[config.mk]
export PLATFORM = sky130hd
export DESIGN_NAME = iter_divider_16b
export DESIGN_NICKNAME = d
export VERILOG_FILES = /design/src/rtl/div_pkg.sv /design/src/rtl/cla_16b.sv /design/src/rtl/iter_divider_16b.sv
export SDC_FILE = /design/constraint.sdc
export NUM_CORES = 1
export LEC_CHECK = 0
export ABC_AREA = 0
export BUFFER_PORTS_ARGS = -buffer_cell sky130_fd_sc_hd__clkbuf_2
export CAP_MARGIN = 0
export CORE_AREA = 2 2 114 116
export CTS_CLUSTER_SIZE = 16
export DETAILED_ROUTE_END_ITERATION = 7
export DIE_AREA = 0 0 116 118
export GPL_TIMING_DRIVEN = 0
export PLACE_DENSITY = 0.69
export SLEW_MARGIN = 20
export SYNTH_ARGS = -nofsm -noshare
export SYNTH_HDL_FRONTEND = slang
export SYNTH_SLANG_ARGS = --single-unit
export TNS_END_PERCENT = 5
[constraint.sdc]
create_clock -name clk -period 4.25 [get_ports clk]
set_clock_uncertainty 0.15 [all_clocks]
set_input_delay 0.425 -clock clk [delete_from_list [all_inputs] [get_ports clk]]
set_output_delay 0.425 -clock clk [all_outputs]
set_load 0.01 [all_outputs]
[src/rtl/div_pkg.sv]
// rtl/div_pkg.sv - shared constants, state type and helpers for the iterative divider
package div_pkg;

  localparam int WIDTH = 16;
  localparam int CNT_W = 4;

  typedef enum logic [1:0] {
    ST_IDLE = 2'd0,
    ST_CALC = 2'd1,
    ST_FIN  = 2'd2
  } div_state_e;

  // Two's-complement negate as inverters plus increment.
  function automatic logic [WIDTH-1:0] neg_w(input logic [WIDTH-1:0] x);
    return ~x + {{(WIDTH-1){1'b0}}, 1'b1};
  endfunction

endpackage

[src/rtl/cla_16b.sv]
// rtl/cla_16b.sv - 16-bit two-level carry-lookahead adder (4-bit groups)
module cla_16b (
  input  logic [15:0] a,
  input  logic [15:0] b,
  input  logic        c_in,
  output logic [15:0] sum,
  output logic        c_out
);

  logic [15:0] g;
  logic [15:0] p;
  logic [3:0]  gg;
  logic [3:0]  pg;
  logic [4:0]  gc;
  logic [15:0] c;

  assign g = a & b;
  assign p = a ^ b;

  always_comb begin
    gg = '0;
    pg = '0;
    for (int k = 0; k < 4; k++) begin
      gg[k] = g[4*k+3] | (p[4*k+3] & g[4*k+2]) | (p[4*k+3] & p[4*k+2] & g[4*k+1])
            | (p[4*k+3] & p[4*k+2] & p[4*k+1] & g[4*k]);
      pg[k] = &p[4*k +: 4];
    end
  end

  // Group carries are fully expanded from c_in so no carry depends on another carry bit.
  always_comb begin
    gc    = '0;
    gc[0] = c_in;
    gc[1] = gg[0] | (pg[0] & c_in);
    gc[2] = gg[1] | (pg[1] & gg[0]) | (pg[1] & pg[0] & c_in);
    gc[3] = gg[2] | (pg[2] & gg[1]) | (pg[2] & pg[1] & gg[0]) | (pg[2] & pg[1] & pg[0] & c_in);
    gc[4] = gg[3] | (pg[3] & gg[2]) | (pg[3] & pg[2] & gg[1]) | (pg[3] & pg[2] & pg[1] & gg[0])
          | (pg[3] & pg[2] & pg[1] & pg[0] & c_in);
  end

  always_comb begin
    c = '0;
    for (int k = 0; k < 4; k++) begin
      c[4*k]   = gc[k];
      c[4*k+1] = g[4*k] | (p[4*k] & gc[k]);
      c[4*k+2] = g[4*k+1] | (p[4*k+1] & g[4*k]) | (p[4*k+1] & p[4*k] & gc[k]);
      c[4*k+3] = g[4*k+2] | (p[4*k+2] & g[4*k+1]) | (p[4*k+2] & p[4*k+1] & g[4*k])
               | (p[4*k+2] & p[4*k+1] & p[4*k] & gc[k]);
    end
  end

  assign sum   = p ^ c;
  assign c_out = gc[4];

endmodule

[src/rtl/iter_divider_16b.sv]
// rtl/iter_divider_16b.sv - 16-cycle restoring divider, signed/unsigned, with overflow and divide-by-zero flags
module iter_divider_16b #(
  parameter int WIDTH = div_pkg::WIDTH
) (
  input  logic             clk,
  input  logic             rst,
  input  logic             start,
  input  logic [WIDTH-1:0] InA,
  input  logic [WIDTH-1:0] InB,
  input  logic             sign,
  output logic [WIDTH-1:0] Quo,
  output logic [WIDTH-1:0] Rem,
  output logic             busy,
  output logic             done,
  output logic             Ofl,
  output logic             DivZero
);
  import div_pkg::*;

  div_state_e       state_q, state_d;
  logic [CNT_W-1:0] cnt_q, cnt_d;
  logic [WIDTH-1:0] rem_q, rem_d;
  logic [WIDTH-1:0] quo_q, quo_d;
  logic [WIDTH-1:0] dvs_q, dvs_d;
  logic             neg_quo_q, neg_quo_d;
  logic             neg_rem_q, neg_rem_d;
  logic             ofl_pend_q, ofl_pend_d;
  logic [WIDTH-1:0] quo_o_q, quo_o_d;
  logic [WIDTH-1:0] rem_o_q, rem_o_d;
  logic             ofl_q, ofl_d;
  logic             divz_q, divz_d;

  logic [WIDTH-1:0] rem_sh;
  logic [WIDTH-1:0] diff;
  logic             cout;
  logic             ge;
  logic [WIDTH-1:0] rem_step;
  logic [WIDTH-1:0] quo_step;
  logic [WIDTH-1:0] a_mag;
  logic [WIDTH-1:0] b_mag;

  // Low 16 bits of the shifted partial remainder; its 17th bit is rem_q's MSB.
  assign rem_sh = {rem_q[WIDTH-2:0], quo_q[WIDTH-1]};

  cla_16b u_cla (
    .a    (rem_sh),
    .b    (~dvs_q),
    .c_in (1'b1),
    .sum  (diff),
    .c_out(cout)
  );

  // 17-bit difference is non-negative when the shifted-out bit or the carry covers the borrow.
  assign ge       = rem_q[WIDTH-1] | cout;
  assign rem_step = ge ? diff : rem_sh;
  assign quo_step = {quo_q[WIDTH-2:0], ge};
  assign a_mag    = (sign && InA[WIDTH-1]) ? neg_w(InA) : InA;
  assign b_mag    = (sign && InB[WIDTH-1]) ? neg_w(InB) : InB;

  always_comb begin
    state_d    = state_q;
    cnt_d      = cnt_q;
    rem_d      = rem_q;
    quo_d      = quo_q;
    dvs_d      = dvs_q;
    neg_quo_d  = neg_quo_q;
    neg_rem_d  = neg_rem_q;
    ofl_pend_d = ofl_pend_q;
    quo_o_d    = quo_o_q;
    rem_o_d    = rem_o_q;
    ofl_d      = ofl_q;
    divz_d     = divz_q;
    case (state_q)
      ST_IDLE: begin
        if (start) begin
          ofl_d  = 1'b0;
          divz_d = 1'b0;
          if (InB == '0) begin
            state_d = ST_FIN;
            quo_o_d = '1;
            rem_o_d = InA;
            divz_d  = 1'b1;
          end else begin
            state_d    = ST_CALC;
            cnt_d      = '1;
            rem_d      = '0;
            quo_d      = a_mag;
            dvs_d      = b_mag;
            neg_quo_d  = sign & (InA[WIDTH-1] ^ InB[WIDTH-1]);
            neg_rem_d  = sign & InA[WIDTH-1];
            ofl_pend_d = sign && (InA == {1'b1, {(WIDTH-1){1'b0}}}) && (InB == '1);
          end
        end
      end
      ST_CALC: begin
        rem_d = rem_step;
        quo_d = quo_step;
        cnt_d = cnt_q - 1'b1;
        if (cnt_q == '0) begin
          state_d = ST_FIN;
          cnt_d   = '0;
          quo_o_d = neg_quo_q ? neg_w(quo_step) : quo_step;
          rem_o_d = neg_rem_q ? neg_w(rem_step) : rem_step;
          ofl_d   = ofl_pend_q;
        end
      end
      ST_FIN:  state_d = ST_IDLE;
      default: state_d = ST_IDLE;
    endcase
  end

  always_ff @(posedge clk) begin
    if (rst) begin
      state_q    <= ST_IDLE;
      cnt_q      <= '0;
      rem_q      <= '0;
      quo_q      <= '0;
      dvs_q      <= '0;
      neg_quo_q  <= 1'b0;
      neg_rem_q  <= 1'b0;
      ofl_pend_q <= 1'b0;
      quo_o_q    <= '0;
      rem_o_q    <= '0;
      ofl_q      <= 1'b0;
      divz_q     <= 1'b0;
    end else begin
      state_q    <= state_d;
      cnt_q      <= cnt_d;
      rem_q      <= rem_d;
      quo_q      <= quo_d;
      dvs_q      <= dvs_d;
      neg_quo_q  <= neg_quo_d;
      neg_rem_q  <= neg_rem_d;
      ofl_pend_q <= ofl_pend_d;
      quo_o_q    <= quo_o_d;
      rem_o_q    <= rem_o_d;
      ofl_q      <= ofl_d;
      divz_q     <= divz_d;
    end
  end

  assign Quo     = quo_o_q;
  assign Rem     = rem_o_q;
  assign Ofl     = ofl_q;
  assign DivZero = divz_q;
  assign busy    = (state_q != ST_IDLE);
  assign done    = (state_q == ST_FIN);

endmodule

==> summary.txt, run 1 <==
GRT
  – Pin count of the biggest net entering global routing: 18
  – Total gr overflow: 0
  – Initial antenna violation count: 0
  – Vias in the first global route: 5485
  – Top Usage Layer GRT: met2
  – Total track usage: a little over a quarter
  – Global-route wire length before repair: between 20 and 30 mm
  – M1 GR Usage: between 30% and 40%
  – Met3 usage: 7.57%
  – Met2 usage: between 40% and 50%

Place
  – DP Wirelength: roughly 15 mm
  – Setup Slack @ Placement: -93.0 ps
  – GP Congestion: between 0.9 and 1
  – Number of port buffers: a little over 70

Detailed routing
  – Vias per cell: 5.94
  – Wire length per cell: 18.4 um
  – Vias: approximately 6k
  – Router iterations before antenna repair: 5
  – DRC Markers: 0
  – First DRT Iteration DRCs: about 630
  – WL final: 18.7 mm
  – Antenna-violating nets left: 0

Timing
  – Relative slew slack: about half
  – Fin. Hold Viols: 0
  – RSZ-0062 raised after global routing: false
  – Post-layout worst setup margin: between 200 and 300 ps
  – Tightest Pin Transition: roughly 750 ps
  – Final period util: a little over nine tenths
  – Slew Limit Fails: 0
  – Crit path time final: roughly 4000 ps
  – Setup TNS: 0 ps
  – Fmax: approximately 0.25 GHz
  – Setup-failing EPs final: 0

Logic synthesis
  – Primary FF master, synth: dfxtp_1
  – Main area contributors after synthesis: dfxtp_1 31%, nor2_1 7.5%, a21oi_1 5.5%, xnor2_1 4.9%, ha_1 4.7%
  – Post-synthesis cell count: 750
  – Netlist Area Pre-Place: around 0.0059 mm^2
  – Yosys warning count: 0
  – FFs w/ async S/R, synth: 0%
  – Post-synth cell types: 76
  – Post-synth EDFFs: 0
  – Proportion of synthesized chip area in sequential cells: ~31%
  – Yosys reg bits: ~90
  – Top cell type's share of synthesized area: 31.0%
  – Syn Area/Cell: between 7 and 8 um^2
  – Cell with the most instances after synthesis: nor2_1
  – Mapped Nets: 811
  – Top post-synthesis cells by count: 118 x nor2_1, 91 x dfxtp_1, 65 x a21oi_1
  – Yosys top cell by area: dfxtp_1

Clock network
  – H-tree Lvls: 3
  – Skew-Pair Late Insertion Delay: ~360 ps
  – Clk root buf: clkbuf_16
  – Clock slew at reported path FFs: approximately 70 ps
  – CTS tree: done
  – CTS max path bufs: 2
  – CTS Hold Bufs: 0
  – CTS buffer count: 9
  – Sink Count: 91

Power and ir drop
  – Clock Power Share: 28.3%
  – VDD IR max: about 210 uV
  – Sw Pwr: around 1.0 mW
  – Power per cell area: 405 mW/mm^2
  – Flop pwr share: between 30% and 40%
  – Sw Ratio: about two fifths
  – Part of the power in combinational logic: a little over a third
  – Internal: 1.70 mW
  – P_leak: around 2.7 nW
  – Tot Pwr: approximately 2.7 mW

Cells and area
  – Layout area overhead: 15.3%
  – Antenna Cells: 0
  – Final nets: 898
  – Fillers: ~1.2k
  – Share of layout cells above drive strength 1: between 15 and 20%
  – Final core occ: ~55%

Setup path
  – Worst Setup Start Kind: register
  – Worst reg2reg endpoint: Rem[6]$_SDFFE_PP0P_
  – Worst endpoint required time: 4350 ps
  – Worst Setup SP: quo_q[15]$_SDFFE_PP0P_
  – R2R setup slack: around 270 ps
  – Worst r2r src: quo_q[15]$_SDFFE_PP0P_
  – Crit path to: Rem[6]$_SDFFE_PP0P_
  – Setup crit end kind: register
  – FF-to-FF path depth: 15
  – WS Path Type: register to register
  – Worst path arrival time: approximately 4000 ps
  – Worst-path fanout max: 19

Job
  – Max cap viols: 0

Die
  – Die height: 118 um
  – Chip Width: between 100 and 150 um
  – Site Rows: just over 40
  – I/O pin cnt: about 70
  – Initial Utilization: between 40 and 50%
  – DIE AREA: approximately 0.014 mm^2
  – Core Region: 0.0124 mm^2

Hold path
  – Min-delay worst type: primary input to register

Outcome
  – Status: finished, final reports clean
registers in the layout, summed over array words and instances (netlist names), 2 cells and up:
register	count
Quo	16
Rem	16
dvs_q	16
quo_q	16
rem_q	16
cnt_q	4
state_q	2
cell families (layout without fill, tap and decap cells):
kind of cell             Yosys count  after routing  synth area share, %
buffers and inverters             74            166                 4.86
multiplexers                      11             11                 1.92
AND/OR/NAND/NOR                  258            258                 19.9
AO/OA/AOI/OAI                    229            229                 27.4
XOR/XNOR                          62             62                 9.24
adder cells (fa/ha/maj)           25             25                 5.71
flip-flops                        91             91                 31.0
through the flow:
step                      hold WS [ps]  instances  cell area, um^2
after floorplan                    282        750             5880
after global placement             301        993             6450
after detailed placement           313        993             6450
after CTS                          151       1009             6730
after global routing               154       1014             6780
final                              153       1014             6780
cell usage in the layout, fill, tap and decap left out, types with 4 or more instances in the layout:
cell | Yosys | routed
nor3_1 | 13 | 13
buf_2 | 6 | 4
or3_1 | 11 | 11
inv_1 | 32 | 32
a31oi_1 | 9 | 9
nand2b_1 | 5 | 5
inv_6 | 0 | 4
xnor2_1 | 33 | 33
or2_2 | 6 | 6
nand2_1 | 64 | 64
nand4_1 | 8 | 8
a311oi_1 | 5 | 5
buf_4 | 0 | 7
or4_1 | 7 | 7
dfxtp_1 | 91 | 91
xor2_1 | 29 | 29
nand3_1 | 10 | 10
clkbuf_1 | 32 | 32
a211oi_1 | 30 | 30
ha_1 | 22 | 22
o22ai_1 | 4 | 4
clkbuf_2 | 0 | 71
a21oi_1 | 65 | 65
o31ai_1 | 10 | 10
nor2_1 | 118 | 118
clkbuf_16 | 0 | 9
a22oi_1 | 7 | 7
mux2i_1 | 9 | 9
o21ai_0 | 42 | 42
o211ai_1 | 4 | 4
layout make-up:
class                   count  area (um^2)  share of cell area (%)
plain buffers              39          155                    2.29
clock buffers               9          225                    3.32
clock inverters             7         56.3                   0.831
inverters                  34          128                    1.88
multi-input cells         585         3770                    55.7
flip-flops and latches     91         1820                    26.9
well taps                 172          215                    3.18
repair buffers             77          400                    5.91
critical path, stage by stage, from the launching register on:
cell and delay (ps):
dfxtp_1 430, inv_1 70, ha_1 390, a31oi_4 190
o221ai_4 200, a31oi_4 310, a21oi_4 110, inv_2 190
buf_4 300, nor2_1 80, a21oi_1 250, ha_1 290
o211ai_1 130, o21ai_0 220, xor2_1 140, a2111oi_0 390
power by group through the flow:
stage / Clock (mW) / Sequential (mW) / Combinational [mW]
6_report: 0.777 / 1.00 / 0.964
5_1_grt: 0.816 / 1.01 / 1.05
4_1_cts: 0.780 / 1.00 / 0.930
3_5_place_dp: 0 / 1.02 / 0.923
3_3_place_gp: 0 / 1.02 / 0.900
2_1_floorplan: 0 / 1.01 / 0.654
layer usage:
metal | part of all wire, % | vias to the layer above
li1 | - | 2877
met1 | 45 | 2858
met2 | 44 | 257
met3 | 9.1 | 32
met4 | 1.8 | 0
met5 | 0 | -
worst min path at each step:
stage / start / cells past startpoint / end
after detailed placement: Rem[13]$_SDFFE_PP0P_ / 2 / Rem[13]$_SDFFE_PP0P_
after global placement: dvs_q[15]$_SDFFE_PP0P_ / 2 / dvs_q[15]$_SDFFE_PP0P_
after floorplan: dvs_q[15]$_SDFFE_PP0P_ / 2 / dvs_q[15]$_SDFFE_PP0P_
after global routing: rst / 2 / state_q[1]$_SDFFE_PP0P_
final: rst / 2 / state_q[1]$_SDFFE_PP0P_
after CTS: rst / 2 / state_q[1]$_SDFFE_PP0P_
what timing repair did:
action | CTS | global route
setup endpoints to repair | 2 | 5
resized for setup | 2 | 1
buffers inserted | 0 | 6
pin swaps | 1 | 2
Note: power is estimated with default switching activity, not from simulation.
==> inputs of run 2 (changes only) <==
--- a/config.mk
+++ b/config.mk
@@ -14,6 +14,7 @@
 export DIE_AREA = 0 0 116 118
 export GPL_TIMING_DRIVEN = 0
 export PLACE_DENSITY = 0.69
+export REMOVE_ABC_BUFFERS = 1
 export SLEW_MARGIN = 20
 export SYNTH_ARGS = -nofsm -noshare
 export SYNTH_HDL_FRONTEND = slang
==> constraint.sdc (replaced) <==
create_clock -name clk -period 4.85 [get_ports clk]
set_clock_uncertainty 0.15 [all_clocks]
set_input_delay 0.485 -clock clk [delete_from_list [all_inputs] [get_ports clk]]
set_output_delay 0.485 -clock clk [all_outputs]
set_load 0.005 [all_outputs]
==> run 2 against run 1 <==
Effect of this change: worst hold slack improved by 120 ps; critical path type unchanged; non-clock buffer count decreased by 41; total power decreased by 13%; largest power group unchanged.
==> summary.txt, run 2 (synthesis gave the netlist of run 1 again) <==
Outcome
  – Status: finished, final reports clean

Place
  – Number of port buffers: 71
  – Dpl cell area: roughly 0.0064 mm^2
  – DP Wirelength: 11.7 mm
  – Setup Slack @ Placement: 534 ps
  – Dpl cells: approximately 960
  – GP Congestion: between 0.8 and 0.9

Timing
  – Worst hold slack: 268 ps
  – Slew Limit Fails: 0
  – RSZ-0062 raised after global routing: false
  – Fin. Hold Viols: 0
  – Final period util: 90.2%
  – Tightest Pin Transition: approximately 1000 ps
  – Setup-failing EPs final: 0
  – Relative slew slack: between 30% and 40%
  – Setup TNS: 0 ps
  – Fmax: ~0.23 GHz
  – Post-layout worst setup margin: approximately 480 ps
  – Crit path time final: between 4000 and 5000 ps

Detailed routing
  – DRC Markers: 0
  – Antenna-violating nets left: 0
  – Router iterations before antenna repair: 5
  – Vias: 5681
  – First DRT Iteration DRCs: between 400 and 500
  – WL final: between 15 and 20 mm
  – Vias per cell: about 6
  – Wire length per cell: approximately 16 um

Power and ir drop
  – Power per cell area: ~360 mW/mm^2
  – P_leak: 2.62 nW
  – Tot Pwr: between 2 and 2.5 mW
  – VDD IR max: 180 uV

Setup path
  – WS Path Type: register to register
  – Worst endpoint required time: approximately 5000 ps
  – Worst-path fanout max: 28
  – Worst path arrival time: about 4400 ps
  – Crit-path cells: inv_1 > ha_1 > a31oi_4 > o221ai_4 > a31oi_4 > a21oi_4 > inv_2 > a21oi_1 > ha_1 > o211ai_1 > o21ai_0 > xor2_1 > a2111oi_0
  – Crit path largest cell delay: about 570 ps
  – Critical path's slowest cell: a21oi_4
  – Setup crit end kind: register
  – Worst Setup Start Kind: register

Clock network
  – Clock slew at reported path FFs: 70 ps
  – H-tree Lvls: 3
  – # Post-CTS Setup Buffers: 0
  – Sink Count: 91
  – CTS buffer count: 9
  – Clk root buf: clkbuf_16
  – CTS Hold Bufs: 0
  – CTS max path bufs: 2
  – CTS tree: done
  – PostCTS Resize Cnt: 0
  – Skew-Pair Late Insertion Delay: roughly 350 ps

Die
  – Core Region: between 0.01 and 0.015 mm^2
  – DIE AREA: ~0.014 mm^2
  – I/O pin cnt: approximately 70
  – Die height: 118 um
  – Site Rows: 41
  – Initial Utilization: 47.3%
  – Chip Width: roughly 120 um

Cells and area
  – Layout area overhead: 14.2%
  – Layout Cell Area excl Fill: about 0.0067 mm^2
  – Fillers: approximately 1.2k
  – Share of layout cells above drive strength 1: 15.5%
  – Final nets: 857
  – Fin cells: 972
  – Most frequent cells in the layout: 117 x nor2_1, 91 x dfxtp_1, 70 x clkbuf_2
  – Antenna Cells: 0
  – Commonest non-fill, non-tap cell in the layout: nor2_1
  – Final core occ: 54.0%

GRT
  – Initial antenna violation count: 0
  – Vias in the first global route: approximately 5.2k
  – Pin count of the biggest net entering global routing: 55
  – Total track usage: a little under a quarter
  – Global-route wire length before repair: roughly 26 mm
  – Total gr overflow: 0

Hold path
  – Min-delay worst type: primary input to register

Job
  – Max cap viols: 0
[run 2: cell count changes in the layout (fill, tap and decap cells not counted), sizes merged]
cell	previous run	this run
clkbuf	112	80
bufinv	0	1
buf	13	4
clkinv	3	1
inv	37	36
clkinvlp	1	2
[run 2: critical path: cells and delay by family (launching register included)]
kind | cells | cell delay [ps]
xor gates and xnor gates | 1 | 90
buffers and inverters | 2 | 480
DFF | 1 | 440
adders and majority gates | 2 | 700
AOI/OAI and AO/OA | 8 | 2380
[run 2: final cells by class]
class	instances	area, um^2	area share (%)
Tap cell	172	215	3.21
Clock inverter	6	73.8	1.10
Inverter	34	128	1.90
Clock buffer	9	225	3.36
Multi-Input combinational cell	585	3790	56.5
Sequential cell	91	1820	27.2
Timing Repair Buffer	75	452	6.73
[run 2: final timing paths]
| check | cells after the start | slack (ps) | endpoint | startpoint |
|---|---|---|---|---|
| max | 13 | 480 | Rem[6]$_SDFFE_PP0P_ | quo_q[15]$_SDFFE_PP0P_ |
| min | 3 | 270 | dvs_q[0]$_SDFFE_PP0P_ | InB[0] |
| max reg2reg | 13 | 480 | Rem[6]$_SDFFE_PP0P_ | quo_q[15]$_SDFFE_PP0P_ |
| min reg2reg | 2 | 310 | ofl_pend_q$_SDFFE_PP0P_ | ofl_pend_q$_SDFFE_PP0P_ |
[run 2: power by group]
| group | switching (mW) | internal, mW | leakage [nW] |
|---|---|---|---|
| sequential | 0.0638 | 0.814 | 0.745 |
| combinational | 0.477 | 0.305 | 1.74 |
| clock | 0.319 | 0.404 | 0.140 |
[run 2: layer usage]
metal  share of wire [%]  routed length, um  track usage [%]
met4                 1.3                215             5.51
met5                   0                  0                0
met2                  46               7410             38.1
met1                  46               7360             33.6
met3                 6.0                960             3.14
